==> src/rtl/jt51_wrq_pkg.sv <==
// jt51_wrq_pkg
// Shared types for the jt51 host write queue: bus FSM state encoding,
// the queued register-write entry and the position of the busy flag in
// the jt51 dout byte.
package jt51_wrq_pkg;

    typedef enum logic [2:0] {
        ST_IDLE      = 3'd0,
        ST_ADDR      = 3'd1,
        ST_GAP       = 3'd2,
        ST_DATA      = 3'd3,
        ST_GUARD     = 3'd4,
        ST_BUSY_WAIT = 3'd5
    } wrq_state_t;

    typedef struct packed {
        logic [7:0] addr;
        logic [7:0] data;
    } wrq_entry_t;

    localparam int BUSY_BIT = 7;

endpackage

==> src/rtl/jt51_wrq_fifo.sv <==
// jt51_wrq_fifo
// Synchronous FIFO of wrq_entry_t, 2^AW entries deep.
// Ports:
//   i_clk, i_rst_n : clock, asynchronous active-low reset
//   i_push, i_wdata: push request and entry; dropped (o_drop) when full
//   i_pop          : pop request; ignored when empty
//   o_head         : entry at the read pointer (valid when !o_empty)
//   o_full, o_empty, o_count : occupancy, all registered-state derived
//   o_drop         : single-cycle pulse when a push is refused
// Full is taken from the occupancy before this cycle's pop, so a push
// that meets a pop while full is still refused.
module jt51_wrq_fifo
    import jt51_wrq_pkg::*;
#(
    parameter int AW = 4
) (
    input  logic        i_clk,
    input  logic        i_rst_n,
    input  logic        i_push,
    input  wrq_entry_t  i_wdata,
    input  logic        i_pop,
    output wrq_entry_t  o_head,
    output logic        o_full,
    output logic        o_empty,
    output logic [AW:0] o_count,
    output logic        o_drop
);
    localparam int DEPTH = 1 << AW;

    wrq_entry_t    r_mem [DEPTH];
    logic [AW-1:0] r_wr_ptr;
    logic [AW-1:0] r_rd_ptr;
    logic [AW:0]   r_count;
    logic          w_push_ok;
    logic          w_pop_ok;

    // Occupancy never exceeds DEPTH, so the top count bit alone means full.
    assign o_full    = r_count[AW];
    assign o_empty   = (r_count == '0);
    assign o_count   = r_count;
    assign o_head    = r_mem[r_rd_ptr];
    assign w_push_ok = i_push && !o_full;
    assign w_pop_ok  = i_pop && !o_empty;
    assign o_drop    = i_push && o_full;

    always_ff @(posedge i_clk) begin
        if (w_push_ok) begin
            r_mem[r_wr_ptr] <= i_wdata;
        end
    end

    always_ff @(posedge i_clk or negedge i_rst_n) begin
        if (!i_rst_n) begin
            r_wr_ptr <= '0;
            r_rd_ptr <= '0;
            r_count  <= '0;
        end else begin
            if (w_push_ok) r_wr_ptr <= r_wr_ptr + AW'(1);
            if (w_pop_ok)  r_rd_ptr <= r_rd_ptr + AW'(1);
            if (w_push_ok && !w_pop_ok)      r_count <= r_count + (AW+1)'(1);
            else if (!w_push_ok && w_pop_ok) r_count <= r_count - (AW+1)'(1);
        end
    end

endmodule

==> src/rtl/jt51_wrq.sv <==
// jt51_wrq
// Host-side register write queue in front of the jt51 core. Host writes
// land in a FIFO at up to one per clock; a bus FSM replays each one as an
// address phase (a0=0) then a data phase (a0=1) and waits for busy
// (chip_dout[7]) to clear before starting the next write.
// Ports:
//   clk, rst_n      : clock shared with jt51, asynchronous active-low reset
//   cen_p1          : jt51 clock enable; the bus FSM advances only when high
//   host_wr/addr/data : push one register write
//   host_clr        : clears the sticky overflow/timeout flags
//   host_full, host_empty, count : FIFO status
//   overflow, timeout : sticky error flags (set beats clear)
//   idle            : registered; FIFO empty and FSM in IDLE
//   cs_n, wr_n, a0, din : registered jt51 bus outputs
//   chip_dout       : jt51 dout, bit 7 is busy
module jt51_wrq
    import jt51_wrq_pkg::*;
#(
    parameter int AW       = 4,
    parameter int HOLD     = 2,
    parameter int GUARD    = 4,
    parameter int BUSY_MAX = 255
) (
    input  logic        clk,
    input  logic        rst_n,
    input  logic        cen_p1,
    input  logic        host_wr,
    input  logic [7:0]  host_addr,
    input  logic [7:0]  host_data,
    input  logic        host_clr,
    output logic        host_full,
    output logic        host_empty,
    output logic [AW:0] count,
    output logic        overflow,
    output logic        timeout,
    output logic        idle,
    output logic        cs_n,
    output logic        wr_n,
    output logic        a0,
    output logic [7:0]  din,
    input  logic [7:0]  chip_dout
);
    // The tick counter is loaded with (duration - 1) on state entry and the
    // state is left on the tick where it reads zero.
    localparam logic [7:0] HOLD_LD  = 8'(HOLD - 1);
    localparam logic [7:0] GUARD_LD = 8'(GUARD - 1);
    localparam logic [7:0] BUSY_LD  = 8'(BUSY_MAX - 1);

    wrq_state_t r_state;
    wrq_state_t w_state_nx;
    logic [7:0] r_cnt;
    logic [7:0] w_cnt_nx;
    wrq_entry_t r_hold;
    wrq_entry_t w_head;
    wrq_entry_t w_push_entry;
    logic       w_pop;
    logic       w_empty;
    logic       w_drop;
    logic       w_to_set;
    logic       w_busy;
    logic       w_unused_dout;
    logic       r_cs_n;
    logic       r_a0;
    logic [7:0] r_din;
    logic       r_ovf;
    logic       r_to;
    logic       r_idle;

    assign w_busy        = chip_dout[BUSY_BIT];
    assign w_unused_dout = ^chip_dout[6:0];
    assign w_push_entry  = '{addr: host_addr, data: host_data};

    jt51_wrq_fifo #(.AW(AW)) u_fifo (
        .i_clk   (clk),
        .i_rst_n (rst_n),
        .i_push  (host_wr),
        .i_wdata (w_push_entry),
        .i_pop   (w_pop),
        .o_head  (w_head),
        .o_full  (host_full),
        .o_empty (w_empty),
        .o_count (count),
        .o_drop  (w_drop)
    );

    always_comb begin
        w_state_nx = r_state;
        w_cnt_nx   = r_cnt;
        w_pop      = 1'b0;
        w_to_set   = 1'b0;
        if (cen_p1) begin
            case (r_state)
                ST_IDLE: begin
                    if (!w_empty) begin
                        w_pop      = 1'b1;
                        w_state_nx = ST_ADDR;
                        w_cnt_nx   = HOLD_LD;
                    end
                end
                ST_ADDR: begin
                    if (r_cnt == 8'd0) begin
                        w_state_nx = ST_GAP;
                        w_cnt_nx   = 8'd0;
                    end else begin
                        w_cnt_nx = r_cnt - 8'd1;
                    end
                end
                ST_GAP: begin
                    w_state_nx = ST_DATA;
                    w_cnt_nx   = HOLD_LD;
                end
                ST_DATA: begin
                    if (r_cnt == 8'd0) begin
                        w_state_nx = ST_GUARD;
                        w_cnt_nx   = GUARD_LD;
                    end else begin
                        w_cnt_nx = r_cnt - 8'd1;
                    end
                end
                ST_GUARD: begin
                    if (r_cnt == 8'd0) begin
                        w_state_nx = ST_BUSY_WAIT;
                        w_cnt_nx   = BUSY_LD;
                    end else begin
                        w_cnt_nx = r_cnt - 8'd1;
                    end
                end
                ST_BUSY_WAIT: begin
                    if (!w_busy) begin
                        // Chain straight into the next write when one is queued.
                        if (!w_empty) begin
                            w_pop      = 1'b1;
                            w_state_nx = ST_ADDR;
                            w_cnt_nx   = HOLD_LD;
                        end else begin
                            w_state_nx = ST_IDLE;
                            w_cnt_nx   = 8'd0;
                        end
                    end else if (r_cnt == 8'd0) begin
                        // Give up on busy; the held entry counts as delivered.
                        w_to_set   = 1'b1;
                        w_state_nx = ST_IDLE;
                        w_cnt_nx   = 8'd0;
                    end else begin
                        w_cnt_nx = r_cnt - 8'd1;
                    end
                end
                default: begin
                    w_state_nx = ST_IDLE;
                    w_cnt_nx   = 8'd0;
                end
            endcase
        end
    end

    // Bus outputs are registered from the next state, so they only move on
    // cen_p1 ticks and a0/din stay put for the whole low phase. The ADDR
    // phase takes its address straight from the FIFO head on the pop tick.
    always_ff @(posedge clk or negedge rst_n) begin
        if (!rst_n) begin
            r_state <= ST_IDLE;
            r_cnt   <= 8'd0;
            r_hold  <= '0;
            r_cs_n  <= 1'b1;
            r_a0    <= 1'b0;
            r_din   <= 8'd0;
        end else if (cen_p1) begin
            r_state <= w_state_nx;
            r_cnt   <= w_cnt_nx;
            if (w_pop) r_hold <= w_head;
            case (w_state_nx)
                ST_ADDR: begin
                    r_cs_n <= 1'b0;
                    r_a0   <= 1'b0;
                    r_din  <= w_pop ? w_head.addr : r_hold.addr;
                end
                ST_DATA: begin
                    r_cs_n <= 1'b0;
                    r_a0   <= 1'b1;
                    r_din  <= r_hold.data;
                end
                default: r_cs_n <= 1'b1;
            endcase
        end
    end

    always_ff @(posedge clk or negedge rst_n) begin
        if (!rst_n) begin
            r_ovf  <= 1'b0;
            r_to   <= 1'b0;
            r_idle <= 1'b1;
        end else begin
            if (w_drop)        r_ovf <= 1'b1;
            else if (host_clr) r_ovf <= 1'b0;
            if (w_to_set)      r_to  <= 1'b1;
            else if (host_clr) r_to  <= 1'b0;
            r_idle <= (r_state == ST_IDLE) && w_empty;
        end
    end

    assign host_empty = w_empty;
    assign overflow   = r_ovf;
    assign timeout    = r_to;
    assign idle       = r_idle;
    // jt51 samples a write on cs_n and wr_n together, so one flop drives both.
    assign cs_n       = r_cs_n;
    assign wr_n       = r_cs_n;
    assign a0         = r_a0;
    assign din        = r_din;

endmodule
==> config.mk <==
export PLATFORM = sky130hd
export DESIGN_NAME = jt51_wrq
export DESIGN_NICKNAME = d
export VERILOG_FILES = /design/src/rtl/jt51_wrq_pkg.sv /design/src/rtl/jt51_wrq_fifo.sv /design/src/rtl/jt51_wrq.sv
export SDC_FILE = /design/constraint.sdc
export NUM_CORES = 1
export LEC_CHECK = 0
export CAP_MARGIN = 20
export CORE_MARGIN = 2
export CORE_UTILIZATION = 56
export CTS_CLUSTER_DIAMETER = 120
export DETAILED_ROUTE_END_ITERATION = 16
export PLACE_DENSITY = 0.84
export SLEW_MARGIN = 20
export SYNTH_ARGS = -nofsm -noshare
export SYNTH_HDL_FRONTEND = slang
export SYNTH_HIERARCHICAL = 1
export SYNTH_SLANG_ARGS = --single-unit
==> constraint.sdc <==
create_clock -name clk -period 6.6 [get_ports clk]
set_clock_uncertainty 0.05 [all_clocks]
set_input_delay 1.65 -clock clk [delete_from_list [all_inputs] [get_ports clk]]
set_output_delay 1.65 -clock clk [all_outputs]
set_load 0.02 [all_outputs]
==> impl_metrics.tcl, run 1 <==
set metrics [dict create \
    status "finished, final reports clean" \
    synthFlopType "edfxtp_1" \
    slew_headroom 0.2326 \
    power_density_mw_per_mm2 377.3 \
    critPathMaxFanout 17 \
    maxSlewViolCount 0 \
    cp_slowest_cell "clkdlybuf4s50_1" \
    setup_viol 0 \
    p_sw_frac 0.2987 \
    postRouteAntennaNets 0 \
    rows 55 \
    die_w_um 156.3 \
    routed_wl_mm 26.20 \
    cts_root_buffer "clkbuf_16" \
    cts.clk_slew.worst_paths_ns 0.06 \
    path_class "primary input to flop" \
    antenna_found_initial 2 \
    yosysWarnings 6 \
    dpl_worst_slack_ns 1.728 \
    grt_start_max_net_pins 65 \
    start_util 0.5717 \
    fin_crit_sh 0.6615 \
    path_common_cell "ha_1" \
    cts_tree "built" \
    cp.depth 14 \
    viasPerCell 6.239 \
    h-tree-depth 1 \
    p_leak_nw 5.086 \
    synth_nets 798 \
    yosys.area.top_type "edfxtp_1" \
    tritoncts.num_buffers 29 \
    power_frac_seq 0.466 \
    gp_congestion 0.8519 \
    peakVddDrop_mv 0.2003 \
    ctsLongestPathBuffers 3 \
    die-area_mm2 0.02442 \
    drive_above_1_share 0.2061 \
    postCtsSetupBuffers 0 \
    grt_pass1_wl_mm 39.88 \
    fillers 1535 \
    crit_family "buffers and inverters" \
    setup_ws_ns 2.234 \
    worst_path_largest_cell_delay_ns 0.53 \
    crit_path_end_kind "flop" \
    grt_pass1_vias 6850 \
    num_vias 6931 \
    grt_usage 0.2187 \
    fmax_ghz 0.2291 \
    drc 0 \
    hold_path.class "flop to flop" \
    drt_iter0_drc 714 \
    start_kind "primary input" \
    grt_overflow 0 \
    grt_setup_unrepaired "no" \
    whs_path_depth 1 \
    ctsHoldBuffers 0 \
    synthTopCellsByArea "edfxtp_1 (59%), dfrtp_1 (9.8%), mux4_2 (5.6%), mux2i_1 (5.0%), a221oi_2 (3.6%)" \
    final_hold_viol_count 0 \
    netlist_area_mm2 0.01298 \
    syn_inst 756 \
    worstRegToRegCells 9 \
    area_growth_pct 12.03 \
    pwr-share-clk 0.277 \
    wl_per_cell_um 23.58 \
    synth-edff-count 256 \
    path_buf_inv 5 \
    drt_pass1_iterations 5 \
    die_y_um 156.3 \
    tightestPinTransition_ns 1.150 \
    avgSynthCellArea_um2 17.17 \
    p_comb_frac 0.256 \
    crit_required_ns 7.02 \
    pin_count 50 \
    intPower_mw 3.849 \
    synth.yosys.seq_area_share 0.6944 \
    async_reset_ff_frac 0.1715 \
    maxCapViolations 0 \
    path_cells "clkdlybuf4s50_1 > and3b_1 > o211ai_1 > buf_4 > clkinv_1 > nor2b_2 > inv_2 > ha_1 > inv_1 > ha_1 > a21o_1 > a21oi_1 > mux2i_1 > xnor2_1" \
    cts_resized 0 \
    synth_top_area_share 0.5921 \
    arrival_ns 4.79 \
    synth-seq-cells 309 \
    yosysMostFrequentCell "edfxtp_1" \
    clk_latency_ns 0.56 \
    min_period_ns 4.366 \
    core_mm2 0.02271 \
    setup_tns_ns 0 \
    cts.sinks 309 \
    switchingPower_mw 1.639 \
    fin_nets 847 \
    portBuffers 42 \
    synth.distinct_cells 68 \
    post-dp-hpwl_mm 15.02 \
    synth_common_cells "edfxtp_1 (256), mux2i_1 (65), nand2_1 (62), dfrtp_1 (51), mux4_2 (32)" \
]
==> final timing paths <==
check,from,endpoint,slack (ns)
worst max-delay path,chip_dout[7],u_fifo/o_count[4]$_DFFE_PN0P_,2.23
worst max register to register,u_fifo/r_rd_ptr[1]$_DFFE_PN0P_,din[6]$_DFFE_PN0P_,2.64
worst min-delay path,overflow$_DFFE_PN0P_,overflow$_DFFE_PN0P_,0.43
min in group asynchronous,rst_n,r_cnt[4]$_DFFE_PN0P_,1.17
worst min register to register,overflow$_DFFE_PN0P_,overflow$_DFFE_PN0P_,0.43
max in group asynchronous,rst_n,u_fifo/r_rd_ptr[0]$_DFFE_PN0P_,4.85
==> power groups by stage <==
stage | registers (mW) | logic [mW] | clock network [mW]
2_1_floorplan | 2.52 | 1.10 | 0
3_3_place_gp | 2.58 | 1.35 | 0
3_5_place_dp | 2.60 | 1.38 | 0
4_1_cts | 2.56 | 1.40 | 1.54
5_1_grt | 2.59 | 1.52 | 1.61
6_report | 2.56 | 1.41 | 1.52
==> per-stage QoR <==
| stage | area, µm² | total power [mW] | instances | utilization | hold WS, ns |
|---|---|---|---|---|---|
| floorplan | 12980 | 3.619 | 756 | - | 0.3958 |
| global placement | 13600 | 3.935 | 1055 | 0.5991 | 0.4089 |
| detailed placement | 13650 | 3.979 | 1059 | 0.6010 | 0.4171 |
| CTS | 14510 | 5.497 | 1110 | 0.6388 | 0.4311 |
| global route | 14550 | 5.728 | 1111 | 0.6405 | 0.4532 |
| finish | 14550 | 5.489 | 1111 | 0.6405 | 0.4282 |
==> final cells by class <==
| type | instances | area (µm²) | area share |
|---|---|---|---|
| sequential | 309 | 9020 | 0.6201 |
| multi-input combinational | 389 | 3675 | 0.2526 |
| clock buffer | 34 | 744.5 | 0.05118 |
| timing repair buffer | 59 | 570.5 | 0.03923 |
| tap | 285 | 356.6 | 0.02452 |
| clock inverter | 17 | 112.6 | 0.007742 |
| inverter | 17 | 63.81 | 0.004387 |
| antenna | 1 | 2.502 | 0.0001720 |
==> placed cells by master, fill, tap and decap left out, types with 3 or more instances in the layout <==
cell	netlist	final
buf_6	9	4
clkbuf_1	11	5
a22oi_1	16	16
mux2_4	16	16
nand2_1	62	62
nor2_2	1	7
buf_4	8	12
ha_1	12	12
clkbuf_16	0	29
nor2_4	0	6
a21o_1	3	3
xnor2_1	9	9
nand2b_1	3	3
edfxtp_1	256	256
mux2i_1	65	65
nand3_1	4	4
clkdlybuf4s50_1	0	41
inv_1	14	14
mux2_2	8	8
o21ai_0	30	30
nor2_1	28	16
nor3_2	0	3
a31oi_1	4	4
nor3b_1	3	3
a221oi_2	31	31
clkinv_1	1	13
mux4_2	32	32
dfrtp_1	51	50
a21oi_1	14	14
==> registers in the layout (all words and copies together), names as in the netlist <==
register         cells
r_hold              16
r_state              3
cs_n                 1
u_fifo/r_wr_ptr      4
overflow             1
u_fifo/r_rd_ptr      4
idle                 1
timeout              1
u_fifo/o_count       5
a0                   1
din                  8
u_fifo/r_mem       256
r_cnt                8
==> cell families after synthesis <==
group	synth area share
AO/OA/AOI/OAI	0.07835
flip-flops	0.6944
buffers and inverters	0.02930
XOR/XNOR	0.006746
AND/OR/NAND/NOR	0.04616
multiplexers	0.1319
adder cells (fa/ha/maj)	0.01311
==> layer usage <==
layer  global-route usage  share of wire  up-vias
met5                    0        0.00042        -
met4              0.06815          0.028        2
met3              0.03323          0.075       52
met2               0.3669           0.50      303
met1               0.2992           0.40     3512
li1                     -              -     3062
(Power assumes the default switching activity.)
==> inputs of run 2 (changes only) <==
- clock period: 6.6 -> 4.4 ns (I/O delays scaled with it)
==> impl_metrics.tcl, run 2 (synthesis results as in run 1) <==
set metrics [dict create \
    fmax_ghz 0.2728 \
    critPathMaxFanout 5 \
    seqCellArea_mm2 0.009020 \
    grt_pass1_wl_mm 41.06 \
    status "finished, final reports clean" \
    grt_overflow 0 \
    cts_resized 0 \
    maxCapViolations 0 \
    routed_wl_mm 27.23 \
    postCtsSetupBuffers 0 \
    layout_common_cells "edfxtp_1 (256), mux2i_1 (65), nand2_1 (62)" \
    crit_required_ns 3.25 \
    maxSlewViolCount 0 \
    drt_iter0_drc 698 \
    global_route.usage.met2 0.3795 \
    p_sw_frac 0.2924 \
    cts.clk_slew.worst_paths_ns 0.06 \
    top_usage_layer "met2" \
    tritoncts.num_buffers 31 \
    rows 55 \
    fillers 1501 \
    peakVddDrop_mv 0.3571 \
    die_y_um 156.3 \
    post-dp-hpwl_mm 16.69 \
    start_kind "flop" \
    clk_latency_ns 0.57 \
    postRouteAntennaNets 0 \
    switchingPower_mw 2.511 \
    area_growth_pct 13.95 \
    grt_usage 0.2274 \
    antenna_cells 0 \
    tightestPinTransition_ns 1.073 \
    final_common_cell "edfxtp_1" \
    pin_count 50 \
    pwr-share-clk 0.300 \
    final_hold_viol_count 0 \
    wl_per_cell_um 23.99 \
    met3_usage 0.03711 \
    power_frac_seq 0.443 \
    gp_congestion 0.8350 \
    fin_crit_sh 0.8331 \
    grt_pass1_vias 7140 \
    path_class "flop to output pin" \
    setup_tns_ns 0 \
    largestRegisters "u_fifo/r_mem (256), r_hold (16)" \
    cts_root_buffer "clkbuf_16" \
    setup_viol 0 \
    intPower_mw 6.076 \
    p_leak_nw 5.265 \
    crit_path_end_kind "output pin" \
    slew_headroom 0.2834 \
    largest_reg_flops 256 \
    arrival_ns 2.52 \
    ctsLongestPathBuffers 3 \
    num_vias 7031 \
    core_mm2 0.02271 \
    drc 0 \
    cts_tree "built" \
    min_period_ns 3.666 \
    grt_start_max_net_pins 36 \
    ctsHoldBuffers 0 \
    drive_above_1_share 0.2341 \
    hold_path.class "flop to flop" \
    path_cells "or4_1 > nor2_2 > clkdlybuf4s50_1" \
    portBuffers 42 \
    globalRouteMet1Util 0.3141 \
    worst_path_largest_cell_delay_ns 0.68 \
    start_util 0.5717 \
    viasPerCell 6.195 \
    grt_setup_unrepaired "no" \
    whs_ns 0.4307 \
    power_density_mw_per_mm2 580.3 \
    cts.sinks 309 \
    h-tree-depth 1 \
    top_register "u_fifo/r_mem" \
    p_comb_frac 0.257 \
    die_w_um 156.3 \
    cp_slowest_cell "clkdlybuf4s50_1" \
    antenna_found_initial 2 \
    multiInputGateArea_mm2 0.003638 \
    die-area_mm2 0.02442 \
    drt_pass1_iterations 5 \
    fin_nets 871 \
]
==> run 2: cell types whose count changed in the layout (fill, tap and decap cells not counted), moves of 2 or more <==
cell | previous run | this run
buf_4 | 12 | 38
buf_6 | 4 | 0
bufinv_16 | 1 | 4
clkbuf_1 | 5 | 7
clkbuf_16 | 29 | 31
clkinv_1 | 13 | 7
nor2_2 | 7 | 13
nor2_4 | 6 | 0
==> run 2: through the flow <==
step	utilization	setup slack [ns]	cells	instance area (µm²)	power, mW
global placement	0.6077	0.4812	1081	13800	5.961
detailed placement	0.6077	0.4557	1081	13800	6.039
finish	0.6515	0.7343	1135	14800	8.586
floorplan	-	0.4199	756	12980	5.428
global route	0.6515	0.6905	1135	14800	8.947
CTS	0.6515	0.7374	1135	14800	8.610
==> run 2: worst max-delay path, delay by kind of cell, from the launching register on <==
kind / cells / cell delay, ns
simple gates: 2 / 0.85
buf+inv: 1 / 0.68
flops: 1 / 0.43
==> run 2: path summary, 6_finish.rpt <==
kind	from	end	slack [ns]	cells past startpoint
max	u_fifo/o_count[0]$_DFFE_PN0P_	host_empty	0.73	3
min	r_hold[4]$_DFFE_PN0P_	r_hold[4]$_DFFE_PN0P_	0.43	2
min in group asynchronous	rst_n	u_fifo/o_count[3]$_DFFE_PN0P_	0.56	1
max in group asynchronous	rst_n	r_hold[10]$_DFFE_PN0P_	3.01	2
max reg2reg	u_fifo/o_count[0]$_DFFE_PN0P_	u_fifo/o_count[4]$_DFFE_PN0P_	0.94	14
min reg2reg	r_hold[4]$_DFFE_PN0P_	r_hold[4]$_DFFE_PN0P_	0.43	2
==> run 2: cell type report <==
cell class              instances  area share
clock inverters                16     0.01311
inverters                      17    0.004313
well taps                     285     0.02410
repair buffers                 81     0.04871
flip-flops and latches        309      0.6096
clock buffers                  38     0.05421
multi-input cells             389      0.2459
==> run 2: power groups by stage <==
stage | clock [mW] | combinational, mW | sequential, mW
after global routing | 2.73 | 2.38 | 3.84
after CTS | 2.60 | 2.21 | 3.80
after floorplan | 0 | 1.65 | 3.78
after detailed placement | 0 | 2.19 | 3.85
after global placement | 0 | 2.13 | 3.83
final | 2.58 | 2.21 | 3.80
==> run 2: routing by layer <==
metal / vias to the layer above / share of wire
met2: 267 / 0.49
met5: - / 0
met1: 3611 / 0.42
met3: 48 / 0.066
li1: 3105 / -
met4: 0 / 0.023
